`src/rtl/vend_pkg.sv`:
```
// Shared types and helpers for the vending-machine transaction controller.
// Optional change return is enabled by defining VEND_CHANGE_EN.
package vend_pkg;

  typedef enum logic [1:0] {IDLE, SELECTED, DISPENSE, CHANGE} state_t;

  localparam int MAX_PROD = 16;
  localparam int IDX_W    = 4;

  function automatic logic is_onehot(input logic [MAX_PROD-1:0] v);
    return (v != '0) && ((v & (v - 1'b1)) == '0);
  endfunction

  function automatic logic [IDX_W-1:0] onehot_to_idx(input logic [MAX_PROD-1:0] v);
    logic [IDX_W-1:0] idx;
    idx = '0;
    for (int i = 0; i < MAX_PROD; i++) begin
      if (v[i]) idx = IDX_W'(i);
    end
    return idx;
  endfunction

endpackage

```
`src/rtl/vend_hold_timer.sv`:
```
// Load/count-down timer shared by the dispense and change hold phases;
// done is high during the last cycle of a hold.
module vend_hold_timer #(
  parameter int HOLD_CYCLES = 8
) (
  input  logic clock,
  input  logic reset,
  input  logic load,
  output logic done
);

  localparam int TW = $clog2(HOLD_CYCLES + 1);

  logic [TW-1:0] count_q, count_d;

  always_comb begin
    count_d = count_q;
    if (load) begin
      count_d = TW'(HOLD_CYCLES);
    end else if (count_q != '0) begin
      count_d = count_q - TW'(1);
    end
  end

  always_ff @(posedge clock or posedge reset) begin
    if (reset) count_q <= '0;
    else       count_q <= count_d;
  end

  assign done = (count_q == TW'(1));

endmodule

```
`src/rtl/vend_ctrl.sv`:
```
// Vending transaction controller: selection latch, credit accumulation,
// timed dispense and (with VEND_CHANGE_EN) timed change return.
module vend_ctrl
  import vend_pkg::*;
#(
  parameter int                          NPROD       = 4,
  parameter int                          CREDIT_W    = 4,
  parameter logic [NPROD*CREDIT_W-1:0]   PRICES      = {4'd10, 4'd7, 4'd5, 4'd3},
  parameter int                          HOLD_CYCLES = 8
) (
  input  logic                clock,
  input  logic                reset,
  input  logic [NPROD-1:0]    sel,
  input  logic                coin_valid,
  input  logic [CREDIT_W-1:0] coin_value,
  input  logic                cancel,
  output logic [NPROD-1:0]    prod_out,
  output logic [CREDIT_W-1:0] change_out,
  output logic [CREDIT_W-1:0] credit,
  output logic                busy
);

  state_t               state_q, state_d;
  logic [NPROD-1:0]     sel_q, sel_d;
  logic [IDX_W-1:0]     idx_q, idx_d;
  logic [CREDIT_W-1:0]  credit_q, credit_d;
  logic [NPROD-1:0]     prod_out_q, prod_out_d;
  logic                 busy_q, busy_d;
  logic [CREDIT_W-1:0]  change_q, change_d;
  logic [CREDIT_W-1:0]  change_out_q, change_out_d;

  logic [MAX_PROD-1:0]  sel_ext;
  logic [CREDIT_W-1:0]  price;
  logic [CREDIT_W:0]    sum;
  logic [CREDIT_W-1:0]  coin_credit;
  logic [CREDIT_W-1:0]  updated;
  logic                 timer_load;
  logic                 timer_done;

  assign sel_ext = MAX_PROD'(sel);

  always_comb begin
    price = '0;
    for (int i = 0; i < NPROD; i++) begin
      if (idx_q == IDX_W'(i)) price = PRICES[i*CREDIT_W +: CREDIT_W];
    end
  end

  vend_hold_timer #(.HOLD_CYCLES(HOLD_CYCLES)) u_timer (
    .clock (clock),
    .reset (reset),
    .load  (timer_load),
    .done  (timer_done)
  );

  // Coin is added (saturating) before both the payment and the cancel checks.
  always_comb begin
    state_d    = state_q;
    sel_d      = sel_q;
    idx_d      = idx_q;
    credit_d   = credit_q;
    change_d   = change_q;
    timer_load = 1'b0;

    sum         = {1'b0, credit_q} + {1'b0, coin_value};
    coin_credit = sum[CREDIT_W] ? '1 : sum[CREDIT_W-1:0];
    updated     = coin_valid ? coin_credit : credit_q;

    case (state_q)
      IDLE: begin
        if (is_onehot(sel_ext)) begin
          sel_d   = sel;
          idx_d   = onehot_to_idx(sel_ext);
          state_d = SELECTED;
        end
      end
      SELECTED: begin
        if (coin_valid && (updated >= price)) begin
          state_d    = DISPENSE;
          timer_load = 1'b1;
`ifdef VEND_CHANGE_EN
          change_d   = updated - price;
          credit_d   = '0;
`else
          credit_d   = updated - price;
`endif
        end else if (cancel) begin
          credit_d = '0;
          state_d  = IDLE;
`ifdef VEND_CHANGE_EN
          if (updated != '0) begin
            change_d   = updated;
            state_d    = CHANGE;
            timer_load = 1'b1;
          end
`endif
        end else begin
          credit_d = updated;
        end
      end
      DISPENSE: begin
        if (timer_done) begin
          state_d = IDLE;
`ifdef VEND_CHANGE_EN
          if (change_q != '0) begin
            state_d    = CHANGE;
            timer_load = 1'b1;
          end
`endif
        end
      end
      CHANGE: begin
        if (timer_done) begin
          state_d  = IDLE;
          change_d = '0;
        end
      end
      default: state_d = IDLE;
    endcase

    prod_out_d   = (state_d == DISPENSE) ? sel_d : '0;
    change_out_d = (state_d == CHANGE) ? change_d : '0;
    busy_d       = (state_d != IDLE);
  end

  always_ff @(posedge clock or posedge reset) begin
    if (reset) begin
      state_q    <= IDLE;
      sel_q      <= '0;
      idx_q      <= '0;
      credit_q   <= '0;
      prod_out_q <= '0;
      busy_q     <= 1'b0;
    end else begin
      state_q    <= state_d;
      sel_q      <= sel_d;
      idx_q      <= idx_d;
      credit_q   <= credit_d;
      prod_out_q <= prod_out_d;
      busy_q     <= busy_d;
    end
  end

`ifdef VEND_CHANGE_EN
  always_ff @(posedge clock or posedge reset) begin
    if (reset) begin
      change_q     <= '0;
      change_out_q <= '0;
    end else begin
      change_q     <= change_d;
      change_out_q <= change_out_d;
    end
  end

  assign change_out = change_out_q;
`else
  assign change_q     = '0;
  assign change_out_q = change_out_d;
  assign change_out   = '0;
`endif

  assign prod_out = prod_out_q;
  assign credit   = credit_q;
  assign busy     = busy_q;

endmodule

```
`config.mk`:
```
export PLATFORM = sky130hd
export DESIGN_NAME = vend_ctrl
export DESIGN_NICKNAME = d
export VERILOG_FILES = /design/src/rtl/vend_pkg.sv /design/src/rtl/vend_hold_timer.sv /design/src/rtl/vend_ctrl.sv
export SDC_FILE = /design/constraint.sdc
export NUM_CORES = 1
export LEC_CHECK = 0
export CAP_MARGIN = 30
export CELL_PAD_IN_SITES_DETAIL_PLACEMENT = 1
export CELL_PAD_IN_SITES_GLOBAL_PLACEMENT = 1
export CORE_ASPECT_RATIO = 0.75
export CORE_UTILIZATION = 36
export DETAILED_ROUTE_END_ITERATION = 8
export GPL_TIMING_DRIVEN = 0
export PLACE_DENSITY_LB_ADDON = 0.1
export SLEW_MARGIN = 20
export SYNTH_ARGS = -nofsm -noshare
export SYNTH_HDL_FRONTEND = slang
export SYNTH_SLANG_ARGS = --single-unit
```
`constraint.sdc`:
```
create_clock -name clock -period 3.38 [get_ports clock]
set_clock_uncertainty 0.05 [all_clocks]
set_input_delay 0.676 -clock clock [delete_from_list [all_inputs] [get_ports clock]]
set_output_delay 0.676 -clock clock [all_outputs]
set_load 0.005 [all_outputs]
```
### Word-level counts from Yosys, hierarchy flattened

Cells that the tools add are included.

| word-level totals | value |
|---|---|
| bits in registers | 23 |
| output and inout bits | 13 |
| logic and storage cells | 55 |
| input port bits | 12 |

| operators by class | value |
|---|---|
| bitwise logic cells | 1 |
| multiplexer cells | 23 |
| equal/unequal tests | 8 |
| $add $sub $neg | 4 |
| order comparisons | 1 |
| reductions and logical operators | 11 |

Operators by type and width:

| operator | count |
|---|---|
| $mux 4 | 14 |
| $and 4x16->16 | 1 |
| $logic_not 16->1 | 1 |
| $reduce_bool 16->1 | 1 |
| $mux 2 | 5 |
| $eq 4x1->1 const B | 2 |
| $eq 4x2->1 const B | 2 |
| $eq 2x2->1 const B | 3 |
| $pmux 2 s3 | 1 |
| $add 4x4->5 | 1 |
| $sub 4x1->5 const B | 1 |
| $ge 4x4->1 | 1 |
| $logic_not 4->1 | 1 |
| $reduce_bool 2->1 | 2 |
| $reduce_bool 4->1 | 1 |
| $sub 4x1->4 const B | 1 |
| $sub 4x4->4 | 1 |
| $mux 1 | 3 |
| $eq 2x1->1 const B | 1 |
| $logic_and 1x1->1 | 2 |
| $logic_not 2->1 | 1 |
| $reduce_and 2->1 | 1 |
| $reduce_or 2->1 | 1 |

### Logic depth before layout (Yosys ltp)

Gate-level depths: netlist (run 1).

| depth | value |
|---|---|
| word-level depth | 11 |
| depth in mapped cells | 13 |
| depth with buffers taken out | 12 |

### By module

A second synthesis (run 1) with hierarchy kept.

| second synthesis, totals | value |
|---|---|
| cell total of the unflattened synthesis | 178 |
| area total of the unflattened synthesis | 1610.3 um^2 |

By module, submodules not included:

| module | area an instance (um^2) | instances | cells each | seq. area each (um^2) |
|---|---|---|---|---|
| vend_ctrl | 1366.3 | 1 | 154 | 425.4 |
| vend_hold_timer | 244.0 | 1 | 24 | 100.1 |

### Worst setup path after synthesis (run 1)

Ideal clock, no wire load.

| timing path | value |
|---|---|
| path type | input port to flip-flop |
| start point | in coin_value[0] |
| end point | reg busy_q (netlist: busy) |
| buffers on the path | 1 |
| stages on the path | 12 |
| setup time | 0.146 ns |
| path slack | -0.230 ns |
| data required time | 3.184 ns |
| data arrival time | 3.414 ns |
| cell sequence | ha_1 inv_1 fa_1 inv_1 o32ai_1 inv_1 ha_1 a21boi_0 o22ai_1 and2_1 clkbuf_1 or4b_2 |

| between the ends | value |
|---|---|
| word-level cells in the longest chain between the ends | 8 |

RTL lines:

| what | line | text |
|---|---|---|
| start, declared | vend_ctrl.sv:15 | `input logic [CREDIT_W-1:0] coin_value,` |
| $add 4x4->5 | vend_ctrl.sv:65 | `sum = {1'b0, credit_q} + {1'b0, coin_value};` |
| $mux 4 | vend_ctrl.sv:66 | `coin_credit = sum[CREDIT_W] ? '1 : sum[CREDIT_W-1:0];` |
| $mux 4 | vend_ctrl.sv:67 | `updated = coin_valid ? coin_credit : credit_q;` |
| $ge 4x4->1 | vend_ctrl.sv:78 | `if (coin_valid && (updated >= price)) begin` |
| $logic_and 1x1->1 | vend_ctrl.sv:78 |  |
| $mux 2 | vend_ctrl.sv:78 |  |
| $pmux 2 s3 | vend_ctrl.sv:69 | `case (state_q)` |
| $reduce_bool 2->1 | vend_ctrl.sv:123 | `busy_d = (state_d != IDLE);` |
| via busy_d | vend_ctrl.sv:28 | `logic busy_q, busy_d;` |
| end signal, assigned | vend_ctrl.sv:140 | `busy_q <= busy_d;` |
| end, declared | vend_ctrl.sv:28 |  |

The timed path passes the listed nets, and every way through them passes these cells.
A chain may end at the register's enable or synchronous reset.

### Final worst setup path (run 1)

Same ends and word-level chain as after synthesis.

==> results of run 1 <==
==> sequential cells by signal (all words and copies together), names as in the netlist <==
register / count
idx_q: 2
credit: 4
state_q: 2
prod_out: 4
u_timer.count_q: 4
busy: 1
sel_q: 4
==> metal layers <==
metal  part of all wire (%)  global-route usage [%]  vias to the layer above
met5                      0                       0                        -
met4                    1.3                    3.36                        0
met3                    2.5                    4.38                        5
met2                     47                    29.0                       14
met1                     49                    25.7                      531
li1                       -                       -                      525
==> per-stage QoR <==
stage / utilization, % / cells / area, sq um / hold slack (ns) / setup TNS [ns]
final: 54.4 / 219 / 1880 / 0.452 / 0
after global routing: 54.4 / 219 / 1880 / 0.484 / -0.0161
after CTS: 52.3 / 213 / 1800 / 0.462 / 0
after detailed placement: 49.1 / 206 / 1690 / 0.444 / -6.77
after global placement: 49.1 / 206 / 1690 / 0.427 / -6.20
after floorplan: - / 137 / 1440 / 0.410 / 0
==> report_power, final <==
group	switching, uW	leakage, uW	total [uW]	internal (uW)
Clock	85.0	0.0000255	167	82.3
Sequential	102	0.000259	471	369
Combinational	497	0.000563	1080	582
Total	683	0.000848	1720	1030
==> worst max-delay path, cell delays in order <==
cell             delay (ns)
clkdlybuf4s15_1        0.21
ha_4                   0.15
inv_2                  0.04
fa_2                   0.35
nor2b_1                0.12
o21a_2                 0.20
o32ai_4                0.11
ha_2                   0.21
fa_2                   0.34
a21boi_4               0.16
o22ai_4                0.19
nor3_2                 0.09
or4b_4                 0.53
==> area by class of cell <==
type | count | area [sq um] | area share (%)
Clock buffer | 3 | 41.3 | 2.20
Buffer | 5 | 35.0 | 1.87
Multi-Input combinational cell | 93 | 868 | 46.3
Tap cell | 50 | 62.6 | 3.34
Sequential cell | 21 | 526 | 28.0
Inverter | 17 | 63.8 | 3.40
Clock inverter | 1 | 5.00 | 0.267
Timing Repair Buffer | 29 | 274 | 14.6
==> final timing paths <==
kind	startpoint	to	slack, ns	cells after the start
hold reg to reg	sel_q[3]	prod_out[3]	0.45	1
setup / recovery	coin_value[0]	busy	0.10	13
setup reg to reg	credit[0]	busy	0.24	12
hold / removal	sel_q[3]	prod_out[3]	0.45	1
min in group asynchronous	reset	u_timer.count_q[0]	0.61	2
max in group asynchronous	reset	credit[0]	2.25	3
==> synth_stat cells, drive strengths merged, types with 2 or more instances <==
master / instances / area (sq um)
mux2i: 2 / 20.0
a21oi: 5 / 25.0
a221o: 2 / 20.0
nor2: 8 / 30.0
and2: 3 / 18.8
a211oi: 2 / 27.5
o32ai: 2 / 17.5
xnor2: 4 / 35.0
ha: 14 / 175
mux2: 4 / 45.0
or3: 4 / 26.3
fa: 2 / 40.0
inv: 17 / 63.8
o221ai: 2 / 17.5
nand2b: 5 / 31.3
buf: 5 / 35.0
nor3: 3 / 15.0
dfrtp: 21 / 526
nor2b: 5 / 31.3
nand2: 6 / 22.5
==> cell families (layout without fill, tap and decap cells) <==
family	after synthesis	in the layout	synth area share [%]
and+or+nand+nor	39	39	15.6
xor gates and xnor gates	5	5	3.22
other	1	4	0.276
buffers and inverters	23	55	7.54
adders and majority gates	16	16	15.8
AOI/OAI and AO/OA	23	23	14.1
muxes	6	6	4.78
DFF	21	21	38.6
==> layout by cell type, fill, tap and decap left out, drive strengths merged, types with 2 or more instances in the layout <==
cell type	n
inv	17
ha	14
nor2b	5
a211oi	2
dfrtp	21
clkdlybuf4s50	16
o32ai	2
mux2i	2
o221ai	2
or3	4
nor3	3
and2	3
clkbuf	3
nand2b	5
a21oi	5
mux2	4
conb	4
buf	15
nand2	6
a221o	2
xnor2	4
nor2	8
fa	2
==> timing repair <==
action	4_1_cts	5_1_grt
pin swaps	9	5
setup endpoints to repair	14	5
gates resized for setup	10	4
setup buffers	4	5
==> impl_metrics.toml, run 1 <==
[critical_path]
crit_type = "in2reg"
critPathMaxFanout = 4
worstPathRequired_ns = 3.47
worst_setup_path_start_kind = "primary input"
arrival_ns = 3.37
crit_path_end_kind = "register"

[cells_and_area]
area_growth_pct = 37.9
n_fill_cell = 383
drive_above_1_share_pct = 26.0
nets = 198
antennaDiodeCount = 0

[clock_tree]
numCtsBuffers = 3
clkSinkCount = 21
clkLatencyLatePin_ns = 0.27
cts.clk_slew.worst_paths_ns = 0.08
cts_root_buffer = "clkbuf_8"
cts_htree_levels = 1
cts_tree = "built"
clockBufferDepth = 2
postCtsHoldBufs = 0

[run_status]
outcome = "complete, no violations"

[detailed_routing]
vias = 1075
viasPerCell = 4.91
antenna_left = 0
avgRoutedWirePerCell_um = 14.9
dr.pass1.iters = 4
drt_iter0_drc = 64
drt_wl_total_mm = 3.27
drc_errors = 0

[sta]
fin_ws_ns = 0.101
period_minus_slack_ns = 3.28
clock.fmax_ghz = 0.305
slew_viol_final = 0
hold_viol_final = 0
setup_viol_count_final = 0
finalCritPeriodShare_pct = 97.0

[yosys]
synth_cells = 134
ys.flop_type = "dfrtp_1"
ys_ff_latch = 21
synth_edf_count = 0
async_reset_ff_share_pct = 100
ys_types = 41
ys_seq_area_share_pct = 38.6
avgSynthCellArea_sq_um = 10.1
netlist_area_sq_um = 1360
yosys_warnings = 0

[place]
place.gp.congestion = 0.822
hpwl_mm = 2.48
pre_cts_ws_ns = -0.725
port_buffers = 19

[floorplan]
rows = 18
dieWidth_um = 73.0
ios = 25
dieArea_sq_um = 4030
die_y_um = 55.2
core_region_area_sq_um = 3450
initial_core_util_pct = 39.5

[pwr]
powerDensity_nw_per_um2 = 915
p_leak_uw = 0.000848
finalPower_uw = 1720
vdd_drop_max_mv = 0.423

[global_route]
overflow = 0
grt_pass1_vias = 1126
grt.total_usage_pct = 18.3
grt_start_max_net_pins = 22
grt_pass1_wl_mm = 5.58
grt_antenna_before_repair = 0

[run]
drv_cap = 0

[hold_path]
holdCritPathClass = "reg2reg"
(Power assumes the default switching activity.)
==> run 2, diff against run 1 <==
SKIP_CTS_REPAIR_TIMING = 1   (was not set)
==> run 2 against run 1 <==
Compared with the run above:
- wire length is 1.9% lower
- first-iteration DRC count fell by 28%
- critical path depth is the same
- core utilization decreased by 0.65 points
- final area decreased by 1.2%
- worst setup slack better by 0.0032 ns
- hold slack gained 0.0029 ns
- maximum frequency barely moved
- sequential share of layout area rose by 0.34 points
- critical endpoint unchanged
- register-to-register slack worse by 0.09 ns
- cell count decreased by 1.8%
- count of clock-buffer cells in the layout stayed put
- critical path type unchanged
==> impl_metrics.toml, run 2 (synthesis gave the netlist of run 1 again) <==
[hold_path]
holdCritPathClass = "reg2reg"
holdPathStages = 1

[sta]
hold_viol_final = 0
setup_viol_count_final = 0
clock.fmax_ghz = 0.305
period_minus_slack_ns = 3.28
tns_ns = 0
finalCritPeriodShare_pct = 96.9
holdWs_ns = 0.455
rsz0062_at_grt = "no"
slew_viol_final = 0

[floorplan]
ios = 25
initial_core_util_pct = 39.5
dieWidth_um = 73.0
rows = 18
dieArea_sq_um = 4030
core_region_area_sq_um = 3450
die_y_um = 55.2

[global_route]
grt_pass1_vias = 1116
grt_start_max_net_pins = 22
grt.total_usage_pct = 17.8
overflow = 0
grt_pass1_wl_mm = 5.47
grt_antenna_before_repair = 0

[critical_path]
cpMostUsedCell = "fa_2"
ff2ff_path_depth = 12
crit_type = "in2reg"
max_stage_delay_ns = 0.53
cp_cell_sequence = "dlymetal6s2s_1 > ha_4 > inv_2 > fa_2 > nor2b_1 > o21a_2 > o32ai_4 > ha_2 > fa_2 > a21boi_4 > o22ai_4 > nor3_4 > or4b_4"
crit_cells = 13
arrival_ns = 3.37
worstPathRequired_ns = 3.47
critPathMaxFanout = 4
cp_top_family = "adder cells"
worst_setup_path_start_kind = "primary input"
r2r_slack_ns = 0.15
path_buf_inv = 2
cp_slowest_cell = "or4b_4"
crit_path_end_kind = "register"

[cells_and_area]
multiInputGateArea_sq_um = 870
antennaDiodeCount = 0
layout.cells.most_common = "dfrtp_1"
n_fill_cell = 380
fin_cells = 215
seq_area_sq_um = 526
nets = 194
area_growth_pct = 36.2
final_cell_mix = "dfrtp_1 (21), clkdlybuf4s50_1 (16), inv_1 (15)"
utilization_pct = 53.8
drive_above_1_share_pct = 23.6

[clock_tree]
cts_root_buffer = "clkbuf_8"
clkLatencyLatePin_ns = 0.27
cts_htree_levels = 1
cts.clk_slew.worst_paths_ns = 0.08
clockBufferDepth = 2
cts_tree = "built"
clkSinkCount = 21
numCtsBuffers = 3

[place]
post-place-cells = 206
hpwl_mm = 2.48
port_buffers = 19
place.gp.congestion = 0.822

[pwr]
switchingPower_uw = 679
p_seq_share_pct = 27.7
p_int_uw = 1020
vdd_drop_max_mv = 0.420
p_sw_share_pct = 40.1
finalPower_uw = 1690
p_leak_uw = 0.000843
powerDensity_nw_per_um2 = 914
power.share.clock_pct = 9.9
power.share.combinational_pct = 62.4

[run_status]
outcome = "complete, no violations"

[detailed_routing]
dr.pass1.iters = 4
avgRoutedWirePerCell_um = 14.9
viasPerCell = 4.89
drt_iter0_drc = 46
drc_errors = 0
vias = 1051
drt_wl_total_mm = 3.21
antenna_left = 0

[run]
drv_cap = 0
-- run 2: cell count changes in the layout (fill, tap and decap cells not counted) --
cell and delta:
buf_4 -4, clkdlybuf4s15_1 -1, dlygate4sd2_1 -1, dlymetal6s2s_1 +2, nand3_1 +1, nand3_2 -1, nor3_2 -1, nor3_4 +1
-- run 2: area by class of cell --
| cell class | instances | area share [%] |
|---|---|---|
| Tap cell | 50 | 3.38 |
| Clock inverter | 1 | 0.270 |
| Sequential cell | 21 | 28.4 |
| Clock buffer | 3 | 2.23 |
| Buffer | 5 | 1.89 |
| Multi-Input combinational cell | 93 | 46.9 |
| Timing Repair Buffer | 25 | 13.5 |
| Inverter | 17 | 3.44 |
-- run 2: path summary, 6_finish.rpt --
path,from,to
max,coin_value[0],busy
min reg2reg,sel_q[2],sel_q[2]
max in group asynchronous,reset,credit[0]
min,sel_q[2],sel_q[2]
min in group asynchronous,reset,u_timer.count_q[0]
max reg2reg,credit[0],busy
-- run 2: per-stage QoR --
| step | cell area (sq um) | setup slack [ns] |
|---|---|---|
| after floorplan | 1440 | 0.0407 |
| after global placement | 1690 | -0.697 |
| after detailed placement | 1690 | -0.725 |
| after CTS | 1740 | -0.456 |
| after global routing | 1850 | 0.0253 |
| final | 1850 | 0.104 |
-- run 2: power by group through the flow --
| stage | combinational [uW] | sequential, uW | clock [uW] |
|---|---|---|---|
| CTS | 902 | 468 | 176 |
| global route | 1170 | 488 | 184 |
| detailed placement | 891 | 474 | 0 |
| finish | 1060 | 469 | 167 |
| global placement | 843 | 463 | 0 |
| floorplan | 626 | 452 | 0 |
-- run 2: per-layer routing --
metal | track usage, % | routed length, um
met5 | 0 | 0
met4 | 3.36 | 11
met3 | 4.38 | 73
met2 | 28.0 | 1530
met1 | 25.0 | 1590
